File: src/rtl/alu_acc_pkg.sv
// Shared opcode constants and FSM state encoding for the accumulator ALU.
package alu_acc_pkg;

    localparam logic [2:0] OP_ADD  = 3'b000;
    localparam logic [2:0] OP_MUL  = 3'b001;
    localparam logic [2:0] OP_SHL  = 3'b010;
    localparam logic [2:0] OP_HOLD = 3'b011;
    localparam logic [2:0] OP_SUB  = 3'b100;
    localparam logic [2:0] OP_LOAD = 3'b101;
    localparam logic [2:0] OP_CLR  = 3'b110;

    typedef enum logic {
        ST_IDLE,
        ST_MUL
    } alu_state_e;

endpackage

File: src/rtl/alu_acc_seq_shift_add_mul.sv
// Iterative shift-add multiplier: one multiplier bit consumed per step.
module shift_add_mul #(
    parameter int DATA_W = 4
) (
    input  logic                  Clock,
    input  logic                  Reset,
    input  logic                  load,
    input  logic                  step,
    input  logic [DATA_W-1:0]     a,
    input  logic [DATA_W-1:0]     b,
    output logic [2*DATA_W-1:0]   prod_next,
    output logic                  last
);
    localparam int ACC_W = 2*DATA_W;
    localparam int CNT_W = $clog2(DATA_W);

    logic [ACC_W-1:0]  mcand;
    logic [DATA_W-1:0] mplier;
    logic [ACC_W-1:0]  prod;
    logic [CNT_W-1:0]  cnt;

    // Value the partial product takes after the current step; on the last
    // step this is the final product, so the top can write it directly.
    assign prod_next = mplier[0] ? (prod + mcand) : prod;
    assign last      = (cnt == CNT_W'(DATA_W-1));

    always_ff @(posedge Clock or posedge Reset) begin
        if (Reset) begin
            mcand  <= '0;
            mplier <= '0;
            prod   <= '0;
            cnt    <= '0;
        end else if (load) begin
            mcand  <= ACC_W'(a);
            mplier <= b;
            prod   <= '0;
            cnt    <= '0;
        end else if (step) begin
            mcand  <= mcand << 1;
            mplier <= mplier >> 1;
            prod   <= prod_next;
            cnt    <= cnt + 1'b1;
        end
    end

endmodule

File: src/rtl/alu_acc_seq.sv
// Registered accumulator ALU with Start/Busy/Done handshake and iterative multiply.
module alu_acc_seq
    import alu_acc_pkg::*;
#(
    parameter int DATA_W = 4
) (
    input  logic                  Clock,
    input  logic                  Reset,
    input  logic                  Start,
    input  logic [2:0]            Function,
    input  logic [DATA_W-1:0]     Data,
    output logic [2*DATA_W-1:0]   ALUout,
    output logic                  Busy,
    output logic                  Done
);
    localparam int ACC_W = 2*DATA_W;

    alu_state_e       state_q, state_d;
    logic [ACC_W-1:0] acc_d;
    logic             acc_we;
    logic             busy_d, done_d;
    logic             mul_load, mul_step, mul_last;
    logic [ACC_W-1:0] mul_prod_next;

    // Single-cycle result; a is the zero-extended low half of the accumulator.
    function automatic logic [ACC_W-1:0] op_result(
        input logic [2:0]       op,
        input logic [ACC_W-1:0] a,
        input logic [ACC_W-1:0] b,
        input logic [ACC_W-1:0] acc
    );
        case (op)
            OP_ADD:  op_result = a + b;
            OP_SHL:  op_result = a << DATA_W;
            OP_SUB:  op_result = a - b;
            OP_LOAD: op_result = b;
            OP_CLR:  op_result = '0;
            default: op_result = acc;
        endcase
    endfunction

    shift_add_mul #(.DATA_W(DATA_W)) u_mul (
        .Clock     (Clock),
        .Reset     (Reset),
        .load      (mul_load),
        .step      (mul_step),
        .a         (ALUout[DATA_W-1:0]),
        .b         (Data),
        .prod_next (mul_prod_next),
        .last      (mul_last)
    );

    always_comb begin
        state_d  = state_q;
        acc_d    = ALUout;
        acc_we   = 1'b0;
        busy_d   = 1'b0;
        done_d   = 1'b0;
        mul_load = 1'b0;
        mul_step = 1'b0;
        case (state_q)
            ST_IDLE: begin
                if (Start) begin
                    if (Function == OP_MUL) begin
                        mul_load = 1'b1;
                        busy_d   = 1'b1;
                        state_d  = ST_MUL;
                    end else begin
                        acc_we = 1'b1;
                        acc_d  = op_result(Function, ACC_W'(ALUout[DATA_W-1:0]),
                                           ACC_W'(Data), ALUout);
                        done_d = 1'b1;
                    end
                end
            end
            ST_MUL: begin
                mul_step = 1'b1;
                if (mul_last) begin
                    acc_we  = 1'b1;
                    acc_d   = mul_prod_next;
                    done_d  = 1'b1;
                    state_d = ST_IDLE;
                end else begin
                    busy_d = 1'b1;
                end
            end
            default: state_d = ST_IDLE;
        endcase
    end

    always_ff @(posedge Clock or posedge Reset) begin
        if (Reset) begin
            state_q <= ST_IDLE;
            ALUout  <= '0;
            Busy    <= 1'b0;
            Done    <= 1'b0;
        end else begin
            state_q <= state_d;
            Busy    <= busy_d;
            Done    <= done_d;
            if (acc_we) ALUout <= acc_d;
        end
    end

endmodule

File: config.mk
export PLATFORM = sky130hd
export DESIGN_NAME = alu_acc_seq
export DESIGN_NICKNAME = d
export VERILOG_FILES = /design/src/rtl/alu_acc_pkg.sv /design/src/rtl/alu_acc_seq_shift_add_mul.sv /design/src/rtl/alu_acc_seq.sv
export SDC_FILE = /design/constraint.sdc
export NUM_CORES = 1
export LEC_CHECK = 0
export BUFFER_PORTS_ARGS = -buffer_cell sky130_fd_sc_hd__buf_4
export CAP_MARGIN = 10
export CORE_MARGIN = 4
export CORE_UTILIZATION = 31
export DETAILED_ROUTE_END_ITERATION = 8
export PLACE_DENSITY = 0.57
export REMOVE_ABC_BUFFERS = 1
export SETUP_SLACK_MARGIN = 0.1
export SLEW_MARGIN = 40
export SYNTH_ARGS = -nofsm -noshare
export SYNTH_HDL_FRONTEND = slang
export SYNTH_SLANG_ARGS = --single-unit
File: constraint.sdc
create_clock -name Clock -period 2.5 [get_ports Clock]
set_input_delay 0.375 -clock Clock [delete_from_list [all_inputs] [get_ports Clock]]
set_output_delay 0.375 -clock Clock [all_outputs]
set_load 0.01 [all_outputs]
==> metrics.md <==
| Metric | Value |
|---|---|
| Slew margin rel. | 72.4% |
| Fillers | between 600 and 700 |
| Max-slew violations | 0 |
| CP max FO | 3 |
| Sink Count | 32 |
| Ports | 20 |
| RSZ-0062 raised after global routing | no |
| IR drop worst, VDD | between 0.3 and 0.4 mV |
| Mapped Area | roughly 2200 µm² |
| Deepest clock path buffer count | 2 |
| Syn Area/Cell | 8.84 µm² |
| Number of global-route vias before repair | approximately 1700 |
| Wire per inst | about 14 µm |
| CP arrival | 2280 ps |
| Initial antenna violation count | 0 |
| Setup TNS | 0 ps |
| Total power | ~2.6 mW |
| Reg2Reg Depth | 8 |
| Setup Skew | roughly 8.2 ps |
| Hold-fix buffers, CTS | 0 |
| Startpoint class of the critical path | register |
| Final min period | roughly 2100 ps |
| PD cells | about 1100 nW/µm² |
| DP Wirelength | roughly 3800 µm |
| CTS tree | built |
| Fin worst setup slack | 439 ps |
| Clock insertion delay at the later pin of the skew report | roughly 290 ps |
| Synth warnings | 0 |
| Post-place setup slack | 452 ps |
| # DRC | 0 |
| Hold Path Class | in2async |
| Synth-to-layout area growth | 16.0% |
| Worst Setup End Kind | register |
| Final worst-path cycle share | 82.5% |
| Largest net degree at the start of global routing | 33 |
| First-pass GRT wire length | 8450 µm |
| Number of buffers added for setup after CTS | 0 |
| Num CTS Buffers | 5 |
| Total GRT Usage | between 10% and 20% |
| Detailed-route via count | around 1800 |
| Root buffer cell | clkbuf_8 |
| Initial Util | between 30% and 40% |
| Synth cell types | 42 |
| Grt ovf | 0 |
| Hold Fails Final Rpt | 0 |
| Design Area, Final | between 2000 and 3000 µm² |
| Max Clock Freq | roughly 0.49 GHz |
| Maxcap violations | 0 |
| Die height | between 90 and 100 µm |
| Routed Antenna Nets | 0 |
| Initial DRC count | between 100 and 150 |
| Drt pass-1 iters | 4 |
| Core ar. | just under 7000 µm² |
| CP peak stage delay | around 400 ps |
| Die area | around 8400 µm² |
| Fin util | about 37% |
| Row cnt | 30 |
| LEAKAGE | 1.18 nW |
| Final Wtd Congestion | 0.905 |
| CP Class | reg2reg |
| Fraction of layout cells with a size suffix above 1 | ~17% |
| Nets | between 200 and 300 |
| IO buf count | 19 |
| Clk slew on worst S/H paths | ~70 ps |
| Via/cell ratio | 4.87 |
| Pin slew with the least headroom to its limit | 414 ps |
| Final wirelength | approximately 5000 µm |
| Slowest CP cell | fa_1 |
| CP required | between 2000 and 3000 ps |
| Setup Viol. Count Final | 0 |
| Number of synthesized register bits | 32 |
| Syn Inst Count | between 200 and 250 |
| Post-CTS Resized | 0 |
| CP cell instances | ha_1, fa_1, a21o_1, a21oi_1, nor2b_1, o31ai_1, nor2_1, a21oi_1 |
| Status | completed |
| H-Tree Depth | 2 |
| Area after DPL | between 2000 and 2500 µm² |
| Die width | 91.6 µm |
| Share of the yosys chip area belonging to registers | between 30 and 40% |
| Crit path top cell by count | a21oi_1 |
| Count of antenna diodes in the layout | 0 |
## layout make-up
cell class / instances / area, µm² / share of cell area (%)
clock buffers: 6 / 82.6 / 3.29
repair buffers: 26 / 195 / 7.77
well taps: 96 / 120 / 4.78
clock inverters: 2 / 10.0 / 0.398
multi-input cells: 190 / 1270 / 50.4
inverters: 10 / 37.5 / 1.49
flip-flops and latches: 32 / 801 / 31.9
## power breakdown
group | total (mW) | switching, mW | internal (mW)
logic | 1.30 | 0.702 | 0.598
clock network | 0.415 | 0.195 | 0.219
registers | 0.929 | 0.203 | 0.726
## cells by family after synthesis
logic type               share of synthesized area (%)
adder cells (fa/ha/maj)                           12.0
XOR/XNOR                                          3.23
AO/OA/AOI/OAI                                     19.8
buffers and inverters                             4.56
flip-flops                                        37.0
multiplexers                                      5.83
AND/OR/NAND/NOR                                   17.6
## flip-flops by register name (all words and copies together), names as in the netlist
register / count
state_q: 1
ALUout: 8
u_mul.mcand: 8
u_mul.prod: 8
u_mul.cnt: 2
u_mul.mplier: 4
Done: 1
## path summary, 6_finish.rpt
check	end	slack [ps]	from
worst max-delay path	ALUout[4]	440	u_mul.prod[0]
worst min-delay path	u_mul.mcand[4]	170	Reset
worst max register to register	ALUout[4]	440	u_mul.prod[0]
worst min register to register	u_mul.mplier[1]	500	u_mul.mplier[2]
max in group asynchronous	u_mul.mcand[2]	2030	Reset
min in group Clock	Done	420	Start
## cells in the mapped netlist (all sizes together)
cell	instances	area, µm²
a211oi	5	37.5
a21boi	1	11.3
a21o	6	45.0
a21oi	17	88.8
a221oi	2	17.5
a31o	1	8.76
a31oi	6	37.5
and2	2	15.0
and3	1	7.51
buf	10	50.1
clkbuf	3	11.3
dfrtp	32	801
fa	3	60.1
ha	16	200
inv	10	37.5
mux2	2	22.5
mux2i	10	104
nand2	41	154
nand2b	4	25.0
nand3	2	10.0
nand3b	4	30.0
nor2	18	67.6
nor2b	5	31.3
nor3	3	15.0
nor3b	2	15.0
o211ai	5	37.5
o21ai	19	98.8
o21bai	2	15.0
o221ai	1	8.76
o22a	1	8.76
o22ai	1	6.26
o31ai	1	7.51
or4b	1	10.0
xnor2	4	35.0
xor2	4	35.0
## worst max-delay path: cells and delay by family (launching register included)
family / cells / cell delay [ps]
AO/OA/AOI/OAI: 4 / 790
adder cells (fa/ha/maj): 2 / 640
AND/OR/NAND/NOR: 2 / 170
flip-flops: 1 / 390
## routing by layer
metal | share of wire, % | global-route usage [%] | vias up | wire [µm]
met5 | 0 | 0 | - | 0
met4 | 1.4 | 4.40 | 0 | 70
met3 | 5.3 | 3.23 | 8 | 266
met2 | 44 | 19.1 | 37 | 2220
met1 | 49 | 18.0 | 823 | 2430
li1 | - | - | 896 | -
## metrics by stage
| step | hold slack, ps | instances |
|---|---|---|
| floorplan | 450 | 232 |
| global placement | 477 | 354 |
| detailed placement | 483 | 354 |
| CTS | 181 | 362 |
| global route | 218 | 362 |
| finish | 169 | 362 |
## cell usage in the layout, fill, tap and decap left out, types with 2 or more instances in the layout
cell / synthesis / final
mux2_2: 2 / 2
a31oi_1: 6 / 6
ha_1: 16 / 16
a211oi_1: 5 / 5
xor2_1: 4 / 4
a21o_1: 6 / 6
buf_4: 1 / 26
nor2_1: 18 / 18
nand3b_1: 4 / 4
nor3b_1: 2 / 2
clkinv_2: 0 / 2
clkbuf_8: 0 / 6
fa_1: 3 / 3
nor3_1: 3 / 3
nand3_1: 2 / 2
xnor2_1: 4 / 4
nor2b_1: 5 / 5
o21ai_0: 17 / 17
o21bai_1: 2 / 2
inv_1: 10 / 10
dfrtp_1: 32 / 32
o211ai_1: 5 / 5
a221oi_1: 2 / 2
mux2i_1: 9 / 9
a21oi_1: 16 / 16
nand2b_1: 4 / 4
nand2_1: 41 / 41
No activity file was read; power rests on OpenSTA's default activity.
